$ cat config.mk
export PLATFORM = sky130hd
export DESIGN_NAME = cp0_fwd_tracker_flat
export DESIGN_NICKNAME = d
export VERILOG_FILES = /design/src/rtl/cp0_fwd_tracker_pkg.sv /design/src/rtl/cp0_fwd_tracker_if.sv /design/src/rtl/cp0_fwd_match.sv /design/src/rtl/cp0_fwd_tracker.sv /design/src/flat_wrapper.sv
export SDC_FILE = /design/constraint.sdc
export NUM_CORES = 1
export LEC_CHECK = 0
export ABC_AREA = 1
export CAP_MARGIN = 0
export CORE_AREA = 2 2 135 163
export CTS_CLUSTER_SIZE = 24
export DETAILED_ROUTE_END_ITERATION = 10
export DIE_AREA = 0 0 137 165
export PLACE_DENSITY = 0.95
export SLEW_MARGIN = 20
export SYNTH_ARGS = -nofsm -noshare
export SYNTH_HDL_FRONTEND = slang
export SYNTH_HIERARCHICAL = 1
export SYNTH_SLANG_ARGS = --single-unit
$ cat constraint.sdc
create_clock -name clk -period 5.77 [get_ports clk]
set_input_delay 1.154 -clock clk [delete_from_list [all_inputs] [get_ports clk]]
set_output_delay 1.154 -clock clk [all_outputs]
set_load 0.01 [all_outputs]
$ cat src/rtl/cp0_fwd_tracker_pkg.sv
// Shared defaults and helpers for the CP0 write-tracking / forwarding unit.
// A CP0 address packs the 5-bit register number above the 3-bit select.
package cp0_fwd_tracker_pkg;

    localparam int DEF_DW = 32;
    localparam int DEF_AW = 8;
    localparam int REG_W  = 5;
    localparam int SEL_W  = 3;

    localparam logic [DEF_AW-1:0] ADDR_ZERO = '0;
    localparam logic [DEF_DW-1:0] DATA_ZERO = '0;

    function automatic logic [DEF_AW-1:0] cp0_addr(input logic [REG_W-1:0] reg_num,
                                                   input logic [SEL_W-1:0] sel);
        return {reg_num, sel};
    endfunction

endpackage

$ cat src/rtl/cp0_fwd_tracker_if.sv
// Bundle of pipeline-side, read-port and commit signals of cp0_fwd_tracker.
// Per-entry and per-port fields are flat vectors, slice k belonging to entry/port k.
interface cp0_fwd_tracker_if
    import cp0_fwd_tracker_pkg::*;
#(
    parameter int DW    = DEF_DW,
    parameter int AW    = DEF_AW,
    parameter int DEPTH = 3,
    parameter int NRD   = 1
);
    logic                  adv;
    logic                  in_valid;
    logic [AW-1:0]         in_addr;
    logic [DW-1:0]         in_data;
    logic                  in_fin;
    logic [DEPTH-1:0]      upd_en;
    logic [DEPTH*DW-1:0]   upd_data;
    logic [DEPTH-1:0]      flush_mask;
    logic [NRD-1:0]        rd_en;
    logic [NRD*AW-1:0]     rd_addr;
    logic [NRD*DW-1:0]     rf_data;
    logic [NRD*DW-1:0]     rd_data;
    logic [NRD-1:0]        rd_valid;
    logic                  commit_en;
    logic [AW-1:0]         commit_addr;
    logic [DW-1:0]         commit_data;
    logic                  proto_err;
    logic                  hazard_to;

    modport master (
        output adv, in_valid, in_addr, in_data, in_fin,
        output upd_en, upd_data, flush_mask,
        output rd_en, rd_addr, rf_data,
        input  rd_data, rd_valid,
        input  commit_en, commit_addr, commit_data, proto_err, hazard_to
    );

    modport slave (
        input  adv, in_valid, in_addr, in_data, in_fin,
        input  upd_en, upd_data, flush_mask,
        input  rd_en, rd_addr, rf_data,
        output rd_data, rd_valid,
        output commit_en, commit_addr, commit_data, proto_err, hazard_to
    );
endinterface

$ cat src/rtl/cp0_fwd_match.sv
// One read port: youngest-first match over the in-flight entries, falling back
// to the CP0 file. Same-cycle late updates are forwarded and make the data usable.
module cp0_fwd_match
    import cp0_fwd_tracker_pkg::*;
#(
    parameter int DW    = DEF_DW,
    parameter int AW    = DEF_AW,
    parameter int DEPTH = 3
) (
    input  logic [DEPTH-1:0]          valid,
    input  logic [DEPTH-1:0][AW-1:0]  addr,
    input  logic [DEPTH-1:0][DW-1:0]  data,
    input  logic [DEPTH-1:0]          fin,
    input  logic [DEPTH-1:0]          upd_en,
    input  logic [DEPTH-1:0][DW-1:0]  upd_data,
    input  logic [DEPTH-1:0]          flush_mask,
    input  logic                      rd_en,
    input  logic [AW-1:0]             rd_addr,
    input  logic [DW-1:0]             rf_data,
    output logic [DW-1:0]             rd_data,
    output logic                      rd_valid
);
    logic [DEPTH-1:0]         hit;
    logic [DEPTH-1:0][DW-1:0] cand_data;
    logic [DEPTH-1:0]         cand_ready;

    for (genvar gi = 0; gi < DEPTH; gi++) begin : g_entry
        assign hit[gi]        = valid[gi] & ~flush_mask[gi] & (addr[gi] == rd_addr);
        assign cand_data[gi]  = upd_en[gi] ? upd_data[gi] : data[gi];
        assign cand_ready[gi] = fin[gi] | upd_en[gi];
    end

    logic [DW-1:0] sel_data;
    logic          sel_ready;

    // Walk oldest to youngest so the lowest-index hit overrides everything older.
    always_comb begin
        sel_data  = rf_data;
        sel_ready = 1'b1;
        for (int k = DEPTH - 1; k >= 0; k--) begin
            if (hit[k]) begin
                sel_data  = cand_data[k];
                sel_ready = cand_ready[k];
            end
        end
    end

    assign rd_data  = rd_en ? sel_data : '0;
    assign rd_valid = rd_en ? sel_ready : 1'b1;
endmodule

$ cat src/rtl/cp0_fwd_tracker.sv
// Shadow pipeline of in-flight CP0 writes with late update, flush, in-order
// commit to the CP0 file, per-port forwarding and a stall watchdog.
module cp0_fwd_tracker
    import cp0_fwd_tracker_pkg::*;
#(
    parameter int DW      = DEF_DW,
    parameter int AW      = DEF_AW,
    parameter int DEPTH   = 3,
    parameter int NRD     = 1,
    parameter int TIMEOUT = 64
) (
    input  logic               clk,
    input  logic               resetn,
    cp0_fwd_tracker_if.slave   bus
);
    localparam int CNT_W = $clog2(TIMEOUT + 1);

    logic [DEPTH-1:0]         valid_reg;
    logic [DEPTH-1:0][AW-1:0] addr_reg;
    logic [DEPTH-1:0][DW-1:0] data_reg;
    logic [DEPTH-1:0]         fin_reg;

    logic [DEPTH-1:0][DW-1:0] upd_data_w;
    logic [DEPTH-1:0]         live;
    logic [DEPTH-1:0][DW-1:0] data_next;
    logic [DEPTH-1:0]         fin_next;

    assign upd_data_w = bus.upd_data;
    assign live       = valid_reg & ~bus.flush_mask;

    for (genvar gi = 0; gi < DEPTH; gi++) begin : g_post
        assign data_next[gi] = (live[gi] & bus.upd_en[gi]) ? upd_data_w[gi] : data_reg[gi];
        assign fin_next[gi]  = fin_reg[gi] | (live[gi] & bus.upd_en[gi]);
    end

    always_ff @(posedge clk or negedge resetn) begin
        if (!resetn) begin
            valid_reg <= '0;
            addr_reg  <= '0;
            data_reg  <= '0;
            fin_reg   <= '0;
        end else if (bus.adv) begin
            valid_reg[0] <= bus.in_valid;
            addr_reg[0]  <= bus.in_addr;
            data_reg[0]  <= bus.in_data;
            fin_reg[0]   <= bus.in_fin;
            for (int k = 1; k < DEPTH; k++) begin
                valid_reg[k] <= live[k-1];
                addr_reg[k]  <= addr_reg[k-1];
                data_reg[k]  <= data_next[k-1];
                fin_reg[k]   <= fin_next[k-1];
            end
        end else begin
            valid_reg <= live;
            data_reg  <= data_next;
            fin_reg   <= fin_next;
        end
    end

    // Oldest entry leaving the pipeline: commit it if finished, otherwise it is a protocol error.
    logic exit_live;
    logic exit_fin;
    logic commit_en_reg;
    logic [AW-1:0] commit_addr_reg;
    logic [DW-1:0] commit_data_reg;
    logic proto_err_reg;

    assign exit_live = bus.adv & live[DEPTH-1];
    assign exit_fin  = fin_next[DEPTH-1];

    always_ff @(posedge clk or negedge resetn) begin
        if (!resetn) begin
            commit_en_reg   <= 1'b0;
            commit_addr_reg <= '0;
            commit_data_reg <= '0;
            proto_err_reg   <= 1'b0;
        end else begin
            commit_en_reg <= exit_live & exit_fin;
            if (exit_live & exit_fin) begin
                commit_addr_reg <= addr_reg[DEPTH-1];
                commit_data_reg <= data_next[DEPTH-1];
            end
            if (exit_live & ~exit_fin) begin
                proto_err_reg <= 1'b1;
            end
        end
    end

    logic [NRD-1:0][DW-1:0] rd_data_w;
    logic [NRD-1:0][AW-1:0] rd_addr_w;
    logic [NRD-1:0][DW-1:0] rf_data_w;
    logic [NRD-1:0]         rd_valid_w;

    assign rd_addr_w = bus.rd_addr;
    assign rf_data_w = bus.rf_data;

    for (genvar gi = 0; gi < NRD; gi++) begin : g_port
        cp0_fwd_match #(.DW(DW), .AW(AW), .DEPTH(DEPTH)) u_match (
            .valid      (valid_reg),
            .addr       (addr_reg),
            .data       (data_reg),
            .fin        (fin_reg),
            .upd_en     (bus.upd_en),
            .upd_data   (upd_data_w),
            .flush_mask (bus.flush_mask),
            .rd_en      (bus.rd_en[gi]),
            .rd_addr    (rd_addr_w[gi]),
            .rf_data    (rf_data_w[gi]),
            .rd_data    (rd_data_w[gi]),
            .rd_valid   (rd_valid_w[gi])
        );
    end

    logic stall;
    logic [CNT_W-1:0] stall_cnt_reg;
    logic hazard_to_reg;

    assign stall = |(bus.rd_en & ~rd_valid_w);

    always_ff @(posedge clk or negedge resetn) begin
        if (!resetn) begin
            stall_cnt_reg <= '0;
            hazard_to_reg <= 1'b0;
        end else if (stall) begin
            if (stall_cnt_reg != CNT_W'(TIMEOUT)) begin
                stall_cnt_reg <= stall_cnt_reg + 1'b1;
            end
            if (stall_cnt_reg == CNT_W'(TIMEOUT - 1)) begin
                hazard_to_reg <= 1'b1;
            end
        end else begin
            stall_cnt_reg <= '0;
        end
    end

    assign bus.rd_data     = rd_data_w;
    assign bus.rd_valid    = rd_valid_w;
    assign bus.commit_en   = commit_en_reg;
    assign bus.commit_addr = commit_addr_reg;
    assign bus.commit_data = commit_data_reg;
    assign bus.proto_err   = proto_err_reg;
    assign bus.hazard_to   = hazard_to_reg;
endmodule

$ cat src/flat_wrapper.sv
// flat-port wrapper written by rule: the top's interface ports become plain ports
module cp0_fwd_tracker_flat import cp0_fwd_tracker_pkg::*;
#(
    parameter int DW      = DEF_DW,
    parameter int AW      = DEF_AW,
    parameter int DEPTH   = 3,
    parameter int NRD     = 1,
    parameter int TIMEOUT = 64
)
  (clk, resetn, bus_adv, bus_in_valid, bus_in_addr, bus_in_data, bus_in_fin, bus_upd_en, bus_upd_data, bus_flush_mask, bus_rd_en, bus_rd_addr, bus_rf_data, bus_rd_data, bus_rd_valid, bus_commit_en, bus_commit_addr, bus_commit_data, bus_proto_err, bus_hazard_to);
  cp0_fwd_tracker_if #(.DW(DW), .AW(AW), .DEPTH(DEPTH), .NRD(NRD)) bus_i ();
  input  logic clk;
  input  logic resetn;
  input wire logic [$bits(bus_i.adv)-1:0] bus_adv;
  input wire logic [$bits(bus_i.in_valid)-1:0] bus_in_valid;
  input wire logic [$bits(bus_i.in_addr)-1:0] bus_in_addr;
  input wire logic [$bits(bus_i.in_data)-1:0] bus_in_data;
  input wire logic [$bits(bus_i.in_fin)-1:0] bus_in_fin;
  input wire logic [$bits(bus_i.upd_en)-1:0] bus_upd_en;
  input wire logic [$bits(bus_i.upd_data)-1:0] bus_upd_data;
  input wire logic [$bits(bus_i.flush_mask)-1:0] bus_flush_mask;
  input wire logic [$bits(bus_i.rd_en)-1:0] bus_rd_en;
  input wire logic [$bits(bus_i.rd_addr)-1:0] bus_rd_addr;
  input wire logic [$bits(bus_i.rf_data)-1:0] bus_rf_data;
  output wire logic [$bits(bus_i.rd_data)-1:0] bus_rd_data;
  output wire logic [$bits(bus_i.rd_valid)-1:0] bus_rd_valid;
  output wire logic [$bits(bus_i.commit_en)-1:0] bus_commit_en;
  output wire logic [$bits(bus_i.commit_addr)-1:0] bus_commit_addr;
  output wire logic [$bits(bus_i.commit_data)-1:0] bus_commit_data;
  output wire logic [$bits(bus_i.proto_err)-1:0] bus_proto_err;
  output wire logic [$bits(bus_i.hazard_to)-1:0] bus_hazard_to;
  assign bus_i.adv = bus_adv;
  assign bus_i.in_valid = bus_in_valid;
  assign bus_i.in_addr = bus_in_addr;
  assign bus_i.in_data = bus_in_data;
  assign bus_i.in_fin = bus_in_fin;
  assign bus_i.upd_en = bus_upd_en;
  assign bus_i.upd_data = bus_upd_data;
  assign bus_i.flush_mask = bus_flush_mask;
  assign bus_i.rd_en = bus_rd_en;
  assign bus_i.rd_addr = bus_rd_addr;
  assign bus_i.rf_data = bus_rf_data;
  assign bus_rd_data = bus_i.rd_data;
  assign bus_rd_valid = bus_i.rd_valid;
  assign bus_commit_en = bus_i.commit_en;
  assign bus_commit_addr = bus_i.commit_addr;
  assign bus_commit_data = bus_i.commit_data;
  assign bus_proto_err = bus_i.proto_err;
  assign bus_hazard_to = bus_i.hazard_to;
  cp0_fwd_tracker #(.DW(DW), .AW(AW), .DEPTH(DEPTH), .NRD(NRD), .TIMEOUT(TIMEOUT)) u_core (.clk(clk), .resetn(resetn), .bus(bus_i));
endmodule
# Yosys cells after proc, flatten, opt, wreduce, memory -nomap -nowiden
# Index checks and enable logic that the tools add are counted.
# Widths: inputs -> output; s select.
[totals] regBits=176 in_bits=188 out_inout_bits=76 elab_cells=67
[op_classes] n_addsub=1 n_eq_ne=6 muxes=19 bitwise_logic=26 n_reduce_logical=1
[op_table] op="$mux 32" count=10
[op_table] op="$mux 96" count=1
[op_table] op="$eq 8x8->1" count=3
[op_table] op="$mux 7" count=2
[op_table] op="$and 1x1->1" count=13
[op_table] op="$add 7x1->7 const B" count=1
[op_table] op="$eq 7x6->1 const B" count=1
[op_table] op="$ne 7x7->1 const B" count=1
[op_table] op="$mux 3" count=2
[op_table] op="$or 1x1->1" count=6
[op_table] op="$not 1->1" count=5
[op_table] op="$mux 1" count=4
[op_table] op="$and 3x3->3" count=1
[op_table] op="$not 3->3" count=1
[op_table] op="$ne 2x2->1 const B" count=1
[op_table] op="$reduce_and 2->1" count=1

# Logic depth before layout (Yosys ltp)
[logic_depth] word_depth=10 depth_mapped=14 mapped_depth_nobuf=14

# Hierarchy
# The synthesis kept the hierarchy.
[modules_own_cells] module="cp0_fwd_tracker" instances=1 cells_each=1152 area_per_inst_um2=8516.9 seq_area_each_um2=4404.2
[modules_own_cells] module="cp0_fwd_match" instances=1 cells_each=546 area_per_inst_um2=2876.5 seq_area_each_um2=0.0

# Worst setup path before layout
# OpenSTA, ideal clock, no wires.
[synth_path] kind="input -> output" start="input port bus_upd_en[1]" end="output port bus_rd_data[10]" arrival_ps=2233 required_time_ps=4616 slack_ps=2383 path_stages=5 path_buffers=2 path_cell_list="buf_2 clkbuf_1 mux2_2 a21oi_1 a21oi_1"
[synth_via] elab_chain_cells=4
[synth_lines] element="start, declared" line_no="flat_wrapper.sv:19" text="input wire logic [$bits(bus_i.upd_en)-1:0] bus_upd_en;"
[synth_lines] element="$mux 32" line_no="cp0_fwd_match.sv:29" text="assign cand_data[gi] = upd_en[gi] ? upd_data[gi] : data[gi];"
[synth_lines] element="$mux 32 (2 in a row)" line_no="cp0_fwd_match.sv:41" text="if (hit[k]) begin"
[synth_lines] element="$mux 32" line_no="cp0_fwd_match.sv:48" text="assign rd_data = rd_en ? sel_data : '0;"
[synth_lines] element="end, declared" line_no="flat_wrapper.sv:25" text="output wire logic [$bits(bus_i.rd_data)-1:0] bus_rd_data;"
# No other way between the ends.

# Worst setup path in the final report
[layout_path] start="input port bus_rd_addr[6]" end="output port bus_rd_valid"
[layout_via] elab_chain_cells=6 elab_cells_between_ends=10 classes_between="eq/ne: 3; mux: 4; bitwise: 3"
[layout_lines] element="start, declared" line_no="flat_wrapper.sv:23" text="input wire logic [$bits(bus_i.rd_addr)-1:0] bus_rd_addr;"
[layout_lines] element="$eq 8x8->1" line_no="cp0_fwd_match.sv:28" text="assign hit[gi] = valid[gi] & ~flush_mask[gi] & (addr[gi] == rd_addr);"
[layout_lines] element="$and 1x1->1" line_no="cp0_fwd_match.sv:28"
[layout_lines] element="$mux 1 (2 in a row)" line_no="cp0_fwd_match.sv:41"
[layout_lines] element="$mux 1 *" line_no="cp0_fwd_match.sv:41"
[layout_lines] element="$mux 1 *" line_no="cp0_fwd_match.sv:49" text="assign rd_valid = rd_en ? sel_ready : 1'b1;"
[layout_lines] element="end, declared" line_no="flat_wrapper.sv:26" text="output wire logic [$bits(bus_i.rd_valid)-1:0] bus_rd_valid;"
# Mark *: on every way between the ends. The rest lies on a longest branch, timed or not.

==> insert_results.sql <==
INSERT INTO impl_metrics (metric_group, metric, value, unit) VALUES
('floorplanning', 'floorplan.core_area', '0.0209', 'mm2'),
('routing', 'wl_per_cell', '18.0', 'um'),
('cells_and_area', 'filler_cell_count', '1749', ''),
('power_and_ir_drop', 'max-vdd-ir-drop', '0.234', 'mV'),
('worst_setup_path', 'startpoint', 'bus_rd_addr[6]', ''),
('worst_setup_path', 'timing.critical_path.mode_cell', 'sky130_fd_sc_hd__nand2_1', ''),
('routing', 'drtPass1Iterations', '7', ''),
('worst_setup_path', 'rrSetupSlack', '2.85', 'ns'),
('worst_setup_path', 'crit_chain', 'clkdlybuf4s50_1 -> inv_2 -> nand2_1 -> nand2_1 -> nor2_1 -> nand3_1 -> nor2_4 -> inv_2 -> nand2_1 -> o21ai_0 -> nand2_1 -> clkdlybuf4s50_1', ''),
('routing', 'antenna_violating_nets_post_route', '0', ''),
('sta', 'timing.final.max_slew_violations', '0', ''),
('routing', 'drt_first_iter_violations', '1641', ''),
('grt', 'grt_use_met1', '49.2', '%'),
('cells_and_area', 'largest_register_ff_count', '96', ''),
('power_and_ir_drop', 'p_seq_share', '42.3', '%'),
('logic_synthesis', 'postSynthCellCount', '1698', ''),
('floorplanning', 'dieHeight', '165', 'um'),
('cts', 'numCtsBuffers', '17', ''),
('sta', 'layout_min_cycle_time', '5.07', 'ns'),
('sta', 'timing.slew.headroom', '24.6', '%'),
('power_and_ir_drop', 'power.switching', '0.00106', 'W'),
('logic_synthesis', 'ys_types', '32', ''),
('worst_setup_path', 'critPathKind', 'input port to primary output', ''),
('sta', 'grt_setup_unrepaired', 'false', ''),
('grt', 'grt_antenna_before_repair', '6', ''),
('cts', 'cts_root_buf', 'sky130_fd_sc_hd__clkbuf_16', ''),
('cts', 'post_cts.resized_instances', '0', ''),
('floorplanning', 'io_pins', '264', ''),
('sta', 'timing.hold.ws', '0.476', 'ns'),
('sta', 'report.final.hold_viol_count', '0', ''),
('cells_and_area', 'drive_above_1_share', '5.51', '%'),
('place', 'gpl_congestion', '0.967', ''),
('min_path', 'worst_hold_path_type', 'flop to flop', ''),
('sta', 'count_of_endpoints_failing_setup_in_the_final_report', '0', ''),
('logic_synthesis', 'nets_in_the_synthesized_netlist', '1888', ''),
('grt', 'pin_count_of_the_biggest_net_entering_global_routing', '177', ''),
('cts', 'cts_hold_repair.buffers', '0', ''),
('sta', 'min_period_over_period', '87.8', '%'),
('logic_synthesis', 'synth_sequential_area_ratio', '38.7', '%'),
('cts', 'path_clk_slew', '0.07', 'ns'),
('power_and_ir_drop', 'intPower', '0.00237', 'W'),
('worst_setup_path', 'crit-reg2reg-capture', 'u_core/bus.commit_data[16]', ''),
('place', 'detailed_place_hpwl', '28.3', 'mm'),
('place', 'numPortBuffers', '263', ''),
('floorplanning', 'floorplan.initialDensity', '54.5', '%'),
('cts', 'h_tree_levels', '4', ''),
('cts', 'cts_tree', 'done', ''),
('min_path', 'hold_path.startpoint', 'u_core/bus.hazard_to', ''),
('worst_setup_path', 'slowest_cp_cell', 'sky130_fd_sc_hd__clkdlybuf4s50_1', ''),
('sta', 'clock-skew-final', '0.0126', 'ns'),
('power_and_ir_drop', 'share_comb_of_total_power', '23.0', '%'),
('cells_and_area', 'final_design_area_no_fill', '0.0146', 'mm2'),
('worst_setup_path', 'data_required_time_at_the_worst_endpoint', '4.62', 'ns'),
('cells_and_area', 'finish.net_count', '2084', ''),
('worst_setup_path', 'worst_path_largest_cell_delay', '0.60', 'ns'),
('worst_setup_path', 'crit_reg_reg_startpoint', 'u_core/valid_reg[2]', ''),
('cells_and_area', 'multi_input_gate_area_in_the_final_layout', '0.00565', 'mm2'),
('routing', 'vias', '12000', ''),
('cts', 'post_cts.repair.setup_buffers', '0', ''),
('status', 'run_status', 'finished clean', ''),
('power_and_ir_drop', 'p_sw_share', '30.8', '%'),
('cts', 'cts.path.max_buffers', '2', ''),
('grt', 'wire_length_of_the_first_global_routing_pass', '61.0', 'mm'),
('cts', 'cts_sinks', '176', ''),
('min_path', 'worstHoldPathCells', '2', ''),
('power_and_ir_drop', 'power_density', '236', 'mW/mm2'),
('worst_setup_path', 'critical_path_peak_fanout', '33', ''),
('power_and_ir_drop', 'cellLeakagePower', '7.77', 'nW'),
('sta', 'tns', '0', 'ns'),
('min_path', 'min_delay_worst_endpoint', 'u_core/bus.hazard_to', ''),
('grt', 'grt.met3_usage', '7.18', '%');
[stage by stage]
stage | utilization, % | instances | setup slack (ns) | total power (W)
after floorplan | - | 1698 | 2.38 | 0.00187
after global routing | 69.6 | 2182 | 0.551 | 0.00358
final | 69.6 | 2182 | 0.704 | 0.00343
after global placement | 66.7 | 2145 | 0.785 | 0.00222
after CTS | 69.6 | 2177 | 0.736 | 0.00342
after detailed placement | 66.7 | 2145 | 0.760 | 0.00224
[Yosys cell counts (all sizes together)]
cell type,number,area [um2]
mux2,32,360
or2,4,25.0
nand3,216,1120
o21bai,2,15.0
mux2i,32,320
a21boi,1,7.51
a21oi,68,352
nor2,93,367
clkbuf,30,113
dfrtp,176,4400
clkinv,1,3.75
nand4,36,225
nor3,1,5.00
nand3b,1,7.51
xor2,3,26.3
buf,72,450
ha,2,25.0
inv,206,773
nand2,676,2540
xnor2,6,52.6
o21ai,40,200
[layout make-up]
| type | instances | area share [%] |
|---|---|---|
| antenna | 5 | 0.0860 |
| clock buffer | 18 | 3.02 |
| clock inverter | 14 | 1.05 |
| inverter | 207 | 5.36 |
| multi-input combinational | 1213 | 38.9 |
| sequential | 176 | 30.3 |
| tap | 270 | 2.32 |
| timing repair buffer | 279 | 19.0 |
[placed cells by master (no fill, tap or decap), types with 2 or more instances in the layout]
cell	count
sky130_fd_sc_hd__or2_2	3
sky130_fd_sc_hd__xor2_1	3
sky130_fd_sc_hd__clkinv_4	2
sky130_fd_sc_hd__nand4_1	36
sky130_fd_sc_hd__mux2i_1	32
sky130_fd_sc_hd__nor2_2	3
sky130_fd_sc_hd__buf_4	15
sky130_fd_sc_hd__inv_6	6
sky130_fd_sc_hd__buf_12	2
sky130_fd_sc_hd__nand2_1	675
sky130_fd_sc_hd__nor2_1	88
sky130_fd_sc_hd__diode_2	5
sky130_fd_sc_hd__inv_1	199
sky130_fd_sc_hd__clkdlybuf4s50_1	260
sky130_fd_sc_hd__ha_1	2
sky130_fd_sc_hd__a21oi_1	67
sky130_fd_sc_hd__bufinv_16	2
sky130_fd_sc_hd__o21bai_1	2
sky130_fd_sc_hd__mux2_2	32
sky130_fd_sc_hd__nand3_1	211
sky130_fd_sc_hd__nor2_4	2
sky130_fd_sc_hd__clkinv_2	3
sky130_fd_sc_hd__o21ai_0	40
sky130_fd_sc_hd__dfrtp_1	176
sky130_fd_sc_hd__inv_2	6
sky130_fd_sc_hd__nand3_4	2
sky130_fd_sc_hd__clkbuf_16	17
sky130_fd_sc_hd__nand3_2	3
sky130_fd_sc_hd__xnor2_1	6
[per-layer routing]
| layer | up-vias | wire, um |
|---|---|---|
| met5 | - | 13 |
| met4 | 2 | 1150 |
| met3 | 95 | 3820 |
| met2 | 756 | 18000 |
| met1 | 5456 | 16300 |
| li1 | 5714 | - |
[worst max-delay path by stage]
stage          depth (start not counted)              end  slack, ns
6_report                              12     bus_rd_valid       0.70
5_1_grt                               12     bus_rd_valid       0.55
4_1_cts                               11   bus_rd_data[6]       0.74
3_5_place_dp                          12     bus_rd_valid       0.76
3_3_place_gp                          11  bus_rd_data[20]       0.78
2_1_floorplan                          5  bus_rd_data[10]       2.38
[worst max-delay path, delay by kind of cell]
| family | cells | cell delay, ns |
|---|---|---|
| simple gates | 7 | 1.08 |
| buf+inv | 4 | 1.58 |
| compound gates | 1 | 0.08 |
[cell families after synthesis]
kind of cell / Yosys count / synth area share, %
fa+ha+maj: 2 / 0.220
simple gates: 1027 / 37.7
buf+inv: 309 / 11.8
mux: 64 / 5.97
flops: 176 / 38.7
compound gates: 111 / 5.04
xor+xnor: 9 / 0.692
[power by group through the flow]
stage / logic [W] / clock network [W] / registers [W]
final: 0.000790 / 0.00119 / 0.00145
after global routing: 0.000870 / 0.00125 / 0.00147
after CTS: 0.000777 / 0.00119 / 0.00145
after detailed placement: 0.000769 / 0 / 0.00147
after global placement: 0.000753 / 0 / 0.00147
after floorplan: 0.000411 / 0 / 0.00146
(Power assumes the default switching activity.)
